$ cat src/rtl/btn_event_decoder.sv
// btn_event_decoder: classifies presses of one debounced button into
// short, long and (optionally) auto-repeat events on the 1 kHz tick clock.
//
// Optional feature macro: BTN_AUTO_REPEAT_EN enables auto-repeat pulses
// while the button stays held. When it is undefined, o_repeat is constant 0.
//
// Ports:
//   CLK      in   1 kHz tick clock
//   rst_n    in   asynchronous active-low reset
//   en       in   clock enable; 0 freezes state, counters and o_held
//   i_btn    in   debounced button level, 1 = pressed
//   o_short  out  one-cycle pulse, released before the long threshold
//   o_long   out  one-cycle pulse, long threshold reached while pressed
//   o_repeat out  one-cycle auto-repeat pulse while held
//   o_held   out  level, 1 while in HELD
module btn_event_decoder #(
  parameter int unsigned LONG_MS   = 1000,
  parameter int unsigned REPEAT_MS = 200,
  parameter int unsigned CNT_W     = 16
) (
  input  logic CLK,
  input  logic rst_n,
  input  logic en,
  input  logic i_btn,
  output logic o_short,
  output logic o_long,
  output logic o_repeat,
  output logic o_held
);

  localparam int unsigned MAX_MS = (LONG_MS > REPEAT_MS) ? LONG_MS : REPEAT_MS;
  localparam bit          CFG_OK = (LONG_MS >= 2) && (LONG_MS <= 65535) &&
                                   (REPEAT_MS >= 1) && (REPEAT_MS <= 65535) &&
                                   ((64'(1) << CNT_W) > 64'(MAX_MS));

  // Elaboration-time guard on the parameter ranges.
  if (!CFG_OK) begin : g_bad_cfg
    $error("btn_event_decoder: illegal LONG_MS/REPEAT_MS/CNT_W combination");
  end

  typedef enum logic [1:0] {
    ST_IDLE    = 2'd0,
    ST_PRESSED = 2'd1,
    ST_HELD    = 2'd2
  } state_e;

  state_e             state_q, state_d;
  logic [CNT_W-1:0]   cnt_q, cnt_d;
  logic               short_q, short_d;
  logic               long_q, long_d;
  logic               held_q, held_d;
`ifdef BTN_AUTO_REPEAT_EN
  logic [CNT_W-1:0]   rpt_q, rpt_d;
  logic               repeat_q, repeat_d;
`endif

  // State, counter and output registers.
  always_ff @(posedge CLK or negedge rst_n) begin
    if (!rst_n) begin
      state_q  <= ST_IDLE;
      cnt_q    <= '0;
      short_q  <= 1'b0;
      long_q   <= 1'b0;
      held_q   <= 1'b0;
`ifdef BTN_AUTO_REPEAT_EN
      rpt_q    <= '0;
      repeat_q <= 1'b0;
`endif
    end else begin
      state_q  <= state_d;
      cnt_q    <= cnt_d;
      short_q  <= short_d;
      long_q   <= long_d;
      held_q   <= held_d;
`ifdef BTN_AUTO_REPEAT_EN
      rpt_q    <= rpt_d;
      repeat_q <= repeat_d;
`endif
    end
  end

  // Next-state and output logic; pulses default low, everything else holds.
  always_comb begin
    state_d  = state_q;
    cnt_d    = cnt_q;
    short_d  = 1'b0;
    long_d   = 1'b0;
    held_d   = held_q;
`ifdef BTN_AUTO_REPEAT_EN
    rpt_d    = rpt_q;
    repeat_d = 1'b0;
`endif
    if (en) begin
      case (state_q)
        ST_IDLE: begin
          if (i_btn) begin
            state_d = ST_PRESSED;
            cnt_d   = '0;
          end
        end
        ST_PRESSED: begin
          // Release wins over the long threshold on the same edge.
          if (!i_btn) begin
            state_d = ST_IDLE;
            short_d = 1'b1;
          end else if (cnt_q == CNT_W'(LONG_MS - 1)) begin
            state_d = ST_HELD;
            long_d  = 1'b1;
            held_d  = 1'b1;
`ifdef BTN_AUTO_REPEAT_EN
            rpt_d   = '0;
`endif
          end else begin
            cnt_d = cnt_q + CNT_W'(1);
          end
        end
        ST_HELD: begin
          if (!i_btn) begin
            state_d = ST_IDLE;
            held_d  = 1'b0;
          end else begin
`ifdef BTN_AUTO_REPEAT_EN
            if (rpt_q == CNT_W'(REPEAT_MS - 1)) begin
              repeat_d = 1'b1;
              rpt_d    = '0;
            end else begin
              rpt_d = rpt_q + CNT_W'(1);
            end
`endif
          end
        end
        default: begin
          state_d = ST_IDLE;
          cnt_d   = '0;
          held_d  = 1'b0;
`ifdef BTN_AUTO_REPEAT_EN
          rpt_d   = '0;
`endif
        end
      endcase
    end
  end

  assign o_short = short_q;
  assign o_long  = long_q;
  assign o_held  = held_q;
`ifdef BTN_AUTO_REPEAT_EN
  assign o_repeat = repeat_q;
`else
  assign o_repeat = 1'b0;
`endif

endmodule

$ cat config.mk
export PLATFORM = sky130hd
export DESIGN_NAME = btn_event_decoder
export DESIGN_NICKNAME = d
export VERILOG_FILES = /design/src/rtl/btn_event_decoder.sv
export SDC_FILE = /design/constraint.sdc
export NUM_CORES = 1
export LEC_CHECK = 0
export ABC_AREA = 1
export BUFFER_PORTS_ARGS = -buffer_cell sky130_fd_sc_hd__buf_2
export CAP_MARGIN = 20
export CELL_PAD_IN_SITES_DETAIL_PLACEMENT = 1
export CELL_PAD_IN_SITES_GLOBAL_PLACEMENT = 1
export CORE_AREA = 2 2 61 63
export CTS_CLUSTER_SIZE = 30
export DETAILED_ROUTE_END_ITERATION = 8
export DIE_AREA = 0 0 63 65
export PLACE_DENSITY = 0.87
export REMOVE_ABC_BUFFERS = 1
export SKIP_LAST_GASP = 1
export SLEW_MARGIN = 25
export SYNTH_ARGS = -nofsm -noshare
export SYNTH_HDL_FRONTEND = slang
export SYNTH_SLANG_ARGS = --single-unit
$ cat constraint.sdc
create_clock -name CLK -period 2 [get_ports CLK]
set_clock_uncertainty 0.05 [all_clocks]
set_input_delay 0.1 -clock CLK [delete_from_list [all_inputs] [get_ports CLK]]
set_output_delay 0.1 -clock CLK [all_outputs]
set_load 0.005 [all_outputs]
Word-level counts from Yosys, hierarchy flattened. Index checks and enable logic that the tools add are counted.

Add/sub/neg operators: 1. Multipliers: 0. Divide/modulo/power cells: 0. Order comparisons: 0. Eq/ne operators: 9. Shifts and indexed selects: 0. Multiplexer cells: 20. Bitwise gates (word level): 2. Reductions and logical operators: 4.

Operators with widths (number): $mux W16 (3); $pmux W16 S3 (1); $add A16 B1 Y16 const B (1); $eq A16 B10 Y1 const B (1); $mux W1 (10); $ne A2 B2 Y1 const B (5); $reduce_and A5 Y1 (2); $mux W2 (4); $pmux W2 S3 (1); $reduce_and A4 Y1 (1); $ne A3 B3 Y1 const B (1); $pmux W1 S3 (1); $eq A2 B1 Y1 const B (1); $eq A2 B2 Y1 const B (1); $logic_not A2 Y1 (1); $not A1 Y1 (2).

Register bits: 21. Bits in latches: 0. Bits in writable memories: 0. Bits in read-only memories: 0. Input bits: 4. Output and inout bits: 4. Word-level logic and storage cells: 41. Memories kept: 0.

Depth between registers and ports, before layout. Gate-level depths: netlist of the first run.

Depth after elaboration: 5. Depth in mapped cells: 10. Mapped depth without buffers: 10.

Worst setup path before layout of the first run. No wires, ideal clock.

Path type: register to register. Start: register cnt_q[0]. End: register cnt_q[4]. Library setup time: 74 ps. Arrival: 1352 ps. Required time: 1876 ps. Path slack: 524 ps. Stages on the path, launching flop included: 11. Path buffers: 1. Clock period less this slack: 1476 ps. Cells stage by stage: dfrtp_1 > ha_1 > nand2_2 > inv_2 > nand2_1 > nor2_2 > nand3_2 > nand2_4 > buf_8 > nand2_1 > o21ai_2.

Word-level cells in the longest chain between the ends: 4. Elaborated cells between the ends (all ways): 7. Those cells by class: add/sub (1); eq/ne (2); mux (3); reduce/logical (1).

Ends and longest elaborated chain: start: declaration (RTL line 48) `logic [CNT_W-1:0] cnt_q, cnt_d;`; start signal: assignment (RTL line 71) `cnt_q <= cnt_d;`; $add A16 B1 Y16 (RTL line 114) `cnt_d = cnt_q + CNT_W'(1);`; $mux W16 (RTL line 106) `end else if (cnt_q == CNT_W'(LONG_MS - 1)) begin`; $mux W16 (RTL line 103) `if (!i_btn) begin`; $pmux W16 S3 (RTL line 94) `case (state_q)`.

Parallel ways exist; a longest one is shown, timed or not. The select of a mux whose other input is x is not followed. A chain may end at the register's enable or synchronous reset.

Final worst setup path of the first run.
Start: register cnt_q[0]. End: register cnt_q[8].

Same word-level chain as after synthesis.

==> results of run 1 <==
layout by cell type (no fill, tap or decap), types with 2 or more instances in the layout:
cell | Yosys | final
inv_2 | 2 | 2
nor2_4 | 2 | 2
o21ai_0 | 5 | 5
nor2_1 | 27 | 27
nand2_1 | 76 | 76
buf_2 | 0 | 6
nand3_1 | 20 | 20
dfrtp_1 | 21 | 21
dlygate4sd3_1 | 0 | 2
nor2_2 | 4 | 4
nand2_2 | 2 | 2
inv_1 | 20 | 20
nand4_1 | 7 | 7
nor3_1 | 2 | 2
o21ai_2 | 9 | 9
clkbuf_4 | 0 | 3
o21ai_1 | 4 | 4
cell families (layout without fill, tap and decap cells):
kind of cell | count (synthesis) | after routing
and+or+nand+nor | 143 | 143
buffers and inverters | 28 | 36
DFF | 21 | 21
AOI/OAI and AO/OA | 19 | 19
adders and majority gates | 1 | 1
other | 1 | 1
cell usage after synthesis, drive strengths merged:
| cell type | n | share of area [%] |
|---|---|---|
| nand2 | 79 | 22 |
| nor2 | 33 | 10 |
| inv | 22 | 5.8 |
| dfrtp | 21 | 37 |
| nand3 | 21 | 7.7 |
| o21ai | 18 | 8.6 |
| nand4 | 7 | 3.1 |
| buf | 4 | 2.9 |
| nor3 | 2 | 0.70 |
| clkbuf | 1 | 0.26 |
| clkinv | 1 | 0.26 |
| conb | 1 | 0.26 |
| ha | 1 | 0.87 |
| nor4 | 1 | 0.44 |
| o21bai | 1 | 0.52 |
worst max-delay path: stages, from the launching register on:
cell and delay [ns]:
dfrtp_1 0.48, ha_1 0.22, nand2_2 0.09, inv_2 0.09, nand2_1 0.07, nor2_2 0.10
nand3_2 0.10, nand2_4 0.27, inv_1 0.07, nand2_1 0.06, nand2_1 0.04
metal layers:
metal	global-route usage (%)	wire (µm)	up-vias
met1	25.46	1711	685
met3	2.951	62	9
met4	9.722	85	0
met2	38.96	1875	17
met5	0	0	-
li1	-	-	693
per-stage QoR:
stage,util (%),cells
5_1_grt,43.84,269
3_3_place_gp,42.48,263
2_1_floorplan,-,208
3_5_place_dp,42.48,263
6_report,43.84,269
4_1_cts,43.84,269
state kept, by name, summed over array words and instances, names as in the netlist:
register  count
state_q       2
o_held        1
o_long        1
o_short       1
cnt_q        16
power by group:
| part | leakage [nW] | internal, mW | total, mW | switching, mW |
|---|---|---|---|---|
| Clock | 0.0177 | 0.0751 | 0.223 | 0.148 |
| Combinational | 0.405 | 0.110 | 0.393 | 0.282 |
| Sequential | 0.289 | 0.470 | 0.521 | 0.0514 |
| Total | 0.711 | 0.655 | 1.14 | 0.482 |
how the worst max path moves through the flow:
stage	end	slack, ns
after floorplan	cnt_q[8]	0.47
after global placement	cnt_q[8]	0.35
after detailed placement	cnt_q[8]	0.27
after CTS	cnt_q[8]	0.24
after global routing	state_q[0]	0.07
final	cnt_q[8]	0.26
cell type report:
| cell class | instances | area [µm²] | share of cell area [%] |
|---|---|---|---|
| multi-input cells | 164 | 775.7 | 50.61 |
| flip-flops and latches | 21 | 525.5 | 34.29 |
| inverters | 23 | 86.33 | 5.633 |
| well taps | 48 | 60.06 | 3.918 |
| repair buffers | 9 | 57.56 | 3.755 |
| clock buffers | 3 | 22.52 | 1.469 |
| clock inverters | 1 | 5.005 | 0.3265 |
==> summary.log, run 1 <==
INFO  outcome        status=completed
INFO  min_path       min-delay-start=i_btn
INFO  setup_path     reg2reg_setup_slack=0.26ns
INFO  global_routing first_pass_grt_wire_length=6851µm
INFO  cts            cts_max_path_buffers=2
INFO  min_path       worstHoldPathType=in -> reg
INFO  global_routing grtUsageTotal=21.62%
INFO  cts            clock_sinks=21
INFO  pwr            max-vdd-ir-drop=0.6089mV
INFO  global_routing grt_start_max_net_pins=28
INFO  sta            hold_violations=0
INFO  min_path       hold_depth=3
INFO  cts            post_cts_buffers=0
INFO  placement      pre_cts_slack=0.2707ns
INFO  cts            cts-resized-gates=0
INFO  detailed_routing drtPass1Iterations=4
INFO  placement      place.gp.congestion=0.8020
INFO  sta            postLayoutSetupSlackWorst=0.2625ns
INFO  cts            path_clk_slew=0.13ns
INFO  synth          synthesis.yosys.warnings=0
INFO  detailed_routing routed_length_per_instance=13.88µm
INFO  floorplanning  io-pin-count=8
INFO  floorplanning  floorplan_die_area=0.004095mm²
INFO  cts            cts.hold.buffers_added=2
INFO  detailed_routing dr_total_vias=1404
INFO  synth          syn_area_per_cell=6.726µm²
INFO  setup_path     cp-startpoint=cnt_q[0]
INFO  setup_path     path_max_fanout=27
INFO  layout         n_antenna_cell=0
INFO  cts            cts_made_buffers=3
INFO  detailed_routing drc=0
INFO  pwr            design_power_total=1.137mW
INFO  synth          syn-cell-area=0.001433mm²
INFO  sta            finalSetupTns=0ns
INFO  sta            final-setup-viol-count=0
INFO  setup_path     arrival_time_of_data_at_the_critical_path_endpoint=1.92ns
INFO  sta            layout_worst_path_cycle_share=86.88%
INFO  detailed_routing detail-route-antenna-nets=0
INFO  synth          post_synthesis_cell_count=213
INFO  layout         layout.cell_area.non_filler=0.001533mm²
INFO  setup_path     required=2.18ns
INFO  flow_run       timing.max_cap.violations=0
INFO  cts            htreeDepth=1
INFO  placement      place_hpwl=2911µm
INFO  sta            final.hold.worst_slack=0.06411ns
INFO  floorplanning  rows=22
INFO  global_routing first_global_vias=1481
INFO  setup_path     worst_setup_path_start_kind=flip-flop
INFO  synth          synth-compound-area-share=9.170%
INFO  setup_path     worstReg2RegStart=cnt_q[0]
INFO  synth          post_synth_num_cell_types=25
INFO  global_routing globalRoute.totalOverflow=0
INFO  synth          adder_cell_area_share_of_the_yosys_netlist=0.8734%
INFO  setup_path     cell_count_of_the_worst_reg_to_reg_path=10
INFO  layout         num-fill-cells=476
INFO  layout         final_nets=227
INFO  detailed_routing route.detailed.vias_per_inst=5.219
INFO  sta            period_minus_slack=1.738ns
INFO  detailed_routing drc_marker_count_from_the_first_detailed_route_iteration=71
INFO  cts            cts_root_buffer=clkbuf_4
INFO  sta            timing_max_transition_violations_final=0
INFO  sta            setup_repair_after_global_routing_missed_its_margin=false
INFO  synth          synthXorXnorAreaFrac=0%
INFO  synth          ys_seq_area_share=36.68%
INFO  synth          synth-seq-cells=21
INFO  synth          yosys.area_share.simple=43.84%
INFO  layout         area_delta_synth_final=6.987%
INFO  placement      placed_cell_area=0.001485mm²
INFO  floorplanning  die_h=65µm
INFO  floorplanning  floorplan.initialDensity=40.98%
INFO  detailed_routing wirelength=3735µm
INFO  synth          synth_top_family_by_area=simple AND/OR/NAND/NOR gates
INFO  cts            cts_tree=built
INFO  placement      place.port_buffers=6
INFO  setup_path     worst_setup_end_kind=flip-flop
INFO  floorplanning  chipWidth=63µm
INFO  setup_path     worstSetupPathType=reg -> reg
INFO  min_path       hold_path_end=o_long
INFO  floorplanning  core_region_area=0.003496mm²
INFO  pwr            power.leakage=0.7108nW
INFO  global_routing grt_antenna_before_repair=0
INFO  layout         final_layout_size_suffix_gt1_share=14.48%
INFO  synth          yosys-mux-area-fraction=0%
INFO  setup_path     r2r-end=cnt_q[8]
INFO  pwr            power_density=742.1mW/mm²
INFO  sta            fmax=575.5MHz
INFO  cts            clock_latency=0.32ns
Power figures use the tool's default switching activity.
==> run 2: changes to the inputs <==
Settings changed: HOLD_SLACK_MARGIN from default to 0.08.
==> run 2 against run 1 <==
Routed wire length is 2.2% higher. Die area stayed put. Worst hold slack better by 0.15 ns. Largest cell class unchanged.
==> summary.log, run 2 (synthesized netlist as in run 1, its figures left out) <==
INFO  setup_path     worst_setup_end_kind=flip-flop
INFO  global_routing grt_start_max_net_pins=28 [unchanged]
INFO  sta            final.hold.worst_slack=0.2098ns [+0.1457 ns]
INFO  sta            final-setup-viol-count=0 [unchanged]
INFO  layout         final_nets=229 [+0.88%]
INFO  setup_path     critical_path_buf_inv_count=2 [unchanged]
INFO  sta            timing_max_transition_violations_final=0 [unchanged]
INFO  pwr            power.leakage=0.7215nW [+1.5%]
INFO  cts            clock_latency=0.32ns [about the same]
INFO  sta            setup_repair_after_global_routing_missed_its_margin=false
INFO  cts            cts.hold.buffers_added=4 [+2]
INFO  placement      place.gp.congestion=0.8020 [unchanged]
INFO  sta            layout_worst_path_cycle_share=86.85% [about the same]
INFO  layout         num-fill-cells=472 [-0.84%]
INFO  min_path       worstHoldPathType=in -> async
INFO  cts            cts_made_buffers=3 [unchanged]
INFO  setup_path     timing.critical_path.slowest_cell_delay=0.48ns [about the same]
INFO  placement      pre_cts_slack=0.2707ns [unchanged]
INFO  layout         n_antenna_cell=0 [unchanged]
INFO  detailed_routing drtPass1Iterations=4 [unchanged]
INFO  detailed_routing dr_total_vias=1402 [-0.14%]
INFO  setup_path     worst_setup_path_start_kind=flip-flop
INFO  floorplanning  rows=22 [unchanged]
INFO  layout         multi_input_comb_area=775.7µm² [unchanged]
INFO  layout         largestRegisters=cnt_q (16), state_q (2)
INFO  detailed_routing drc=0 [unchanged]
INFO  setup_path     path_max_fanout=27 [unchanged]
INFO  pwr            power_density=739.9mW/mm² [-0.30%]
INFO  floorplanning  die_h=65µm [unchanged]
INFO  sta            period_minus_slack=1.737ns [-0.0006090 ns]
INFO  global_routing first_global_vias=1487 [+0.41%]
INFO  floorplanning  core_region_area=0.003496mm² [unchanged]
INFO  global_routing grtUsageTotal=21.92% [+0.30 points]
INFO  detailed_routing wirelength=3818µm [+2.2%]
INFO  floorplanning  floorplan_die_area=0.004095mm² [unchanged]
INFO  sta            postLayoutSetupSlackWorst=0.2631ns [+0.0006090 ns]
INFO  layout         final_layout_size_suffix_gt1_share=14.35% [-0.13 points]
INFO  setup_path     critical_path.cell_chain=ha_1, nand2_2, inv_2, nand2_1, nor2_2, nand3_2, nand2_4, inv_1, nand2_1, nand2_1
INFO  detailed_routing drc_marker_count_from_the_first_detailed_route_iteration=58 [-18%]
INFO  setup_path     cp_top_family=simple AND/OR/NAND/NOR gates
INFO  cts            path_clk_slew=0.13ns [about the same]
INFO  sta            hold_violations=0 [unchanged]
INFO  cts            cts_root_buffer=clkbuf_4
INFO  cts            clock_sinks=21 [unchanged]
INFO  setup_path     worstSetupPathType=reg -> reg
INFO  setup_path     top_cell_by_count_worst_path=nand2_1
INFO  pwr            max-vdd-ir-drop=0.5895mV [-3.2%]
INFO  sta            fmax=575.7MHz [about the same]
INFO  cts            cts_max_path_buffers=2 [unchanged]
INFO  flow_run       timing.max_cap.violations=0 [unchanged]
INFO  layout         largest_register=cnt_q
INFO  global_routing grt_antenna_before_repair=0 [unchanged]
INFO  layout         area_delta_synth_final=8.384%
INFO  cts            cts-resized-gates=0 [unchanged]
INFO  layout         stdcell_count=271 [+0.74%]
INFO  layout         seqCellArea=525.5µm² [unchanged]
INFO  setup_path     required=2.18ns [about the same]
INFO  cts            post_cts_buffers=0 [unchanged]
INFO  detailed_routing detail-route-antenna-nets=0 [unchanged]
INFO  outcome        status=completed
INFO  placement      place.port_buffers=6 [unchanged]
INFO  sta            finalSetupTns=0ns [unchanged]
INFO  placement      place.detailed.instances=263 [unchanged]
INFO  floorplanning  chipWidth=63µm [unchanged]
INFO  detailed_routing routed_length_per_instance=14.09µm [+1.5%]
INFO  floorplanning  floorplan.initialDensity=40.98% [unchanged]
INFO  layout         layout.cells.most_common_list=76 x nand2_1, 27 x nor2_1, 21 x dfrtp_1
INFO  setup_path     arrival_time_of_data_at_the_critical_path_endpoint=1.92ns [about the same]
INFO  detailed_routing route.detailed.vias_per_inst=5.173 [-0.88%]
INFO  layout         layout_commonest_cell=nand2_1
INFO  cts            htreeDepth=1 [unchanged]
INFO  cts            cts_tree=built
INFO  layout         largest_register_ff_count=16 [unchanged]
INFO  placement      place_hpwl=2911µm [unchanged]
INFO  setup_path     critical_path.slowest_cell=dfrtp_1
INFO  global_routing first_pass_grt_wire_length=6941µm [+1.3%]
INFO  floorplanning  io-pin-count=8 [unchanged]
INFO  global_routing globalRoute.totalOverflow=0 [unchanged]
## run 2: changes by cell type in the layout (fill, tap and decap cells not counted)
cell and delta:
dlygate4sd3_1 +2
## run 2: report_power, final
| group | total (mW) | switching [mW] | internal, mW |
|---|---|---|---|
| Clock | 0.225 | 0.150 | 0.0751 |
| Combinational | 0.403 | 0.288 | 0.115 |
| Sequential | 0.521 | 0.0509 | 0.470 |
| Total | 1.15 | 0.489 | 0.660 |
## run 2: per-stage QoR
stage               power, mW  util (%)  area, µm²
floorplan              0.7825         -       1388
global placement       0.9143     42.48       1485
detailed placement     0.9269     42.48       1485
CTS                     1.165     44.42       1553
global route            1.234     44.42       1553
finish                  1.149     44.42       1553
## run 2: worst reg2reg max path, stage by stage (launching register included)
cell and delay, ns:
dfrtp_1 0.48, ha_1 0.22, nand2_2 0.09, inv_2 0.09, nand2_1 0.07, nor2_2 0.10
nand3_2 0.10, nand2_4 0.28, inv_1 0.08, nand2_1 0.06, nand2_1 0.04
## run 2: area by class of cell
type | count | area share [%]
inverter | 23 | 5.560
clock buffer | 3 | 1.450
tap | 48 | 3.868
clock inverter | 1 | 0.3223
multi-input combinational | 164 | 49.96
timing repair buffer | 11 | 4.996
sequential | 21 | 33.84
## run 2: final timing paths
| check | slack (ns) | cells past startpoint | end | startpoint |
|---|---|---|---|---|
| min in group CLK | 0.46 | 2 | o_held | o_held |
| max | 0.26 | 10 | cnt_q[8] | cnt_q[0] |
| max reg2reg | 0.26 | 10 | cnt_q[8] | cnt_q[0] |
| min reg2reg | 0.46 | 2 | o_held | o_held |
| max in group asynchronous | 1.35 | 2 | cnt_q[11] | rst_n |
| min | 0.21 | 2 | cnt_q[10] | rst_n |
## run 2: per-layer routing
layer | vias to the layer above | global-route usage, % | part of all wire [%]
li1 | 696 | - | -
met1 | 680 | 25.79 | 45
met2 | 15 | 39.36 | 50
met3 | 11 | 2.951 | 1.5
met4 | 0 | 10.28 | 2.6
met5 | - | 0 | 0
==> run 3: changes to the inputs <==
Settings changed: PLACE_DENSITY 0.87 to default, PLACE_DENSITY_LB_ADDON from default to 0.2.
==> run 3 against run 2 <==
Final cell count unchanged. Power shrank 1.8%. Die area unchanged. Critical path type unchanged. Critical endpoint unchanged. Highest routed layer unchanged.
==> summary.log, run 3 (synthesized netlist as in run 1, its figures left out) <==
INFO  outcome        status=completed
INFO  floorplanning  core_region_area=0.003496mm² [unchanged]
INFO  min_path       worstHoldPathType=in -> async
INFO  setup_path     reg2reg_setup_slack=0.25ns [about the same]
INFO  sta            final.hold.worst_slack=0.2032ns [-0.006570 ns]
INFO  layout         n_antenna_cell=0 [unchanged]
INFO  global_routing first_pass_grt_wire_length=6630µm [-4.5%]
INFO  layout         stdcell_count=271 [unchanged]
INFO  layout         area_delta_synth_final=8.384% [unchanged]
INFO  floorplanning  io-pin-count=8 [unchanged]
INFO  placement      place.detailed.instances=263 [unchanged]
INFO  global_routing first_global_vias=1446 [-2.8%]
INFO  floorplanning  floorplan_die_area=0.004095mm² [unchanged]
INFO  floorplanning  floorplan.initialDensity=40.98% [unchanged]
INFO  cts            path_clk_slew=0.13ns [about the same]
INFO  floorplanning  rows=22 [unchanged]
INFO  layout         final_layout_size_suffix_gt1_share=14.35% [unchanged]
INFO  setup_path     path_depth=10 [unchanged]
INFO  layout         largestRegisters=cnt_q (16), state_q (2)
INFO  global_routing grt_start_max_net_pins=28 [unchanged]
INFO  sta            postLayoutSetupSlackWorst=0.2505ns [-0.01258 ns]
INFO  setup_path     cp-endpoint=cnt_q[8]
INFO  setup_path     path_max_fanout=27 [unchanged]
INFO  placement      place.gp.congestion=0.8446 [+5.3%]
INFO  setup_path     worstSetupPathType=reg -> reg
INFO  setup_path     cell_count_of_the_worst_reg_to_reg_path=10 [unchanged]
INFO  floorplanning  chipWidth=63µm [unchanged]
INFO  setup_path     critical_path.slowest_cell=dfrtp_1
INFO  layout         largest_register_ff_count=16 [unchanged]
INFO  detailed_routing drc_marker_count_from_the_first_detailed_route_iteration=21 [-64%]
INFO  pwr            max-vdd-ir-drop=0.5477mV [-7.1%]
INFO  detailed_routing drc=0 [unchanged]
INFO  cts            cts_root_buffer=clkbuf_4
INFO  cts            clock_sinks=21 [unchanged]
INFO  cts            post_cts_buffers=0 [unchanged]
INFO  detailed_routing route.detailed.vias_per_inst=5.063 [-2.1%]
INFO  setup_path     worstReg2RegStart=cnt_q[0]
INFO  setup_path     cp-startpoint=cnt_q[0]
INFO  sta            timing_max_transition_violations_final=0 [unchanged]
INFO  placement      place_hpwl=2995µm [+2.9%]
INFO  detailed_routing detail-route-antenna-nets=0 [unchanged]
INFO  placement      pre_cts_slack=0.2467ns [-0.02400 ns]
INFO  detailed_routing drtPass1Iterations=4 [unchanged]
INFO  cts            cts-resized-gates=0 [unchanged]
INFO  setup_path     worst_setup_path_start_kind=flip-flop
INFO  detailed_routing wirelength=3760µm [-1.5%]
INFO  sta            layout_worst_path_cycle_share=87.47% [+0.63 points]
INFO  sta            period_minus_slack=1.749ns [+0.01258 ns]
INFO  setup_path     required=2.18ns [about the same]
INFO  global_routing globalRoute.totalOverflow=0 [unchanged]
INFO  layout         layout_commonest_cell=nand2_1
INFO  setup_path     timing.critical_path.slowest_cell_delay=0.48ns [about the same]
INFO  pwr            power_density=726.7mW/mm² [-1.8%]
INFO  layout         final_nets=229 [unchanged]
INFO  cts            cts_max_path_buffers=2 [unchanged]
INFO  setup_path     worst_setup_end_kind=flip-flop
INFO  layout         layout.cells.most_common_list=76 x nand2_1, 27 x nor2_1, 21 x dfrtp_1
INFO  setup_path     arrival_time_of_data_at_the_critical_path_endpoint=1.93ns [about the same]
INFO  global_routing grtUsageTotal=20.84% [-1.1 points]
INFO  global_routing grt_antenna_before_repair=0 [unchanged]
INFO  cts            cts.hold.buffers_added=4 [unchanged]
INFO  pwr            power.leakage=0.7215nW [unchanged]
INFO  flow_run       timing.max_cap.violations=0 [unchanged]
INFO  setup_path     r2r-end=cnt_q[8]
INFO  setup_path     critical_path.cell_chain=ha_1, nand2_2, inv_2, nand2_1, nor2_2, nand3_2, nand2_4, inv_1, nand2_1, nand2_1
INFO  setup_path     critical_path_buf_inv_count=2 [unchanged]
INFO  sta            final-setup-viol-count=0 [unchanged]
INFO  cts            cts_made_buffers=3 [unchanged]
INFO  floorplanning  die_h=65µm [unchanged]
INFO  sta            setup_repair_after_global_routing_missed_its_margin=false
INFO  placement      place.port_buffers=6 [unchanged]
INFO  cts            cts_tree=built
INFO  sta            fmax=571.6MHz [-0.72%]
INFO  cts            htreeDepth=1 [unchanged]
INFO  layout         postLayoutCoreUtil=44.42% [unchanged]
INFO  sta            finalSetupTns=0ns [unchanged]
INFO  sta            hold_violations=0 [unchanged]
INFO  layout         largest_register=cnt_q
INFO  detailed_routing routed_length_per_instance=13.87µm [-1.5%]
INFO  setup_path     cp_top_family=simple AND/OR/NAND/NOR gates
INFO  detailed_routing dr_total_vias=1372 [-2.1%]
INFO  cts            clock_latency=0.32ns [about the same]
INFO  setup_path     top_cell_by_count_worst_path=nand2_1
run 3: cell counts in the layout (fill, tap and decap cells not counted):
Identical to the previous run, type by type.
run 3: layer usage:
layer | up-vias | global-route usage (%) | wire, µm
met1 | 657 | 24.32 | 1641
met4 | 0 | 6.667 | 38
met5 | - | 0 | 0
met2 | 13 | 39.23 | 1998
met3 | 4 | 2.778 | 83
li1 | 698 | - | -
run 3: how the worst min path moves through the flow:
stage	start	endpoint	slack, ns	depth (start not counted)
after floorplan	rst_n	cnt_q[0]	-0.25	0
after global placement	rst_n	cnt_q[7]	0.04	1
after detailed placement	rst_n	cnt_q[8]	0.04	1
after CTS	rst_n	cnt_q[8]	0.22	2
after global routing	rst_n	cnt_q[8]	0.25	2
final	rst_n	cnt_q[8]	0.20	2
run 3: worst reg2reg max path: stages (launching register included):
cell and delay [ns]:
dfrtp_1 0.48, ha_1 0.23, nand2_2 0.09, inv_2 0.10, nand2_1 0.06, nor2_2 0.09
nand3_2 0.10, nand2_4 0.27, inv_1 0.09, nand2_1 0.06, nand2_1 0.04
run 3: report_power, final:
group / internal [mW] / leakage, nW / switching [mW]
Clock: 0.0748 / 0.0177 / 0.138
Combinational: 0.116 / 0.415 / 0.277
Sequential: 0.470 / 0.289 / 0.0529
Total: 0.660 / 0.722 / 0.468
run 3: final cells by class:
cell class / count / area (µm²)
fill: 490 / 1943
clock buffer: 3 / 22.52
multi-input combinational: 164 / 775.7
inverter: 23 / 86.33
timing repair buffer: 11 / 77.57
sequential: 21 / 525.5
tap: 48 / 60.06
clock inverter: 1 / 5.005
run 3: metrics by stage:
step	area (µm²)	power [mW]
5_1_grt	1553	1.224
2_1_floorplan	1388	0.7825
6_report	1553	1.128
4_1_cts	1553	1.149
3_5_place_dp	1485	0.9230
3_3_place_gp	1485	0.9159
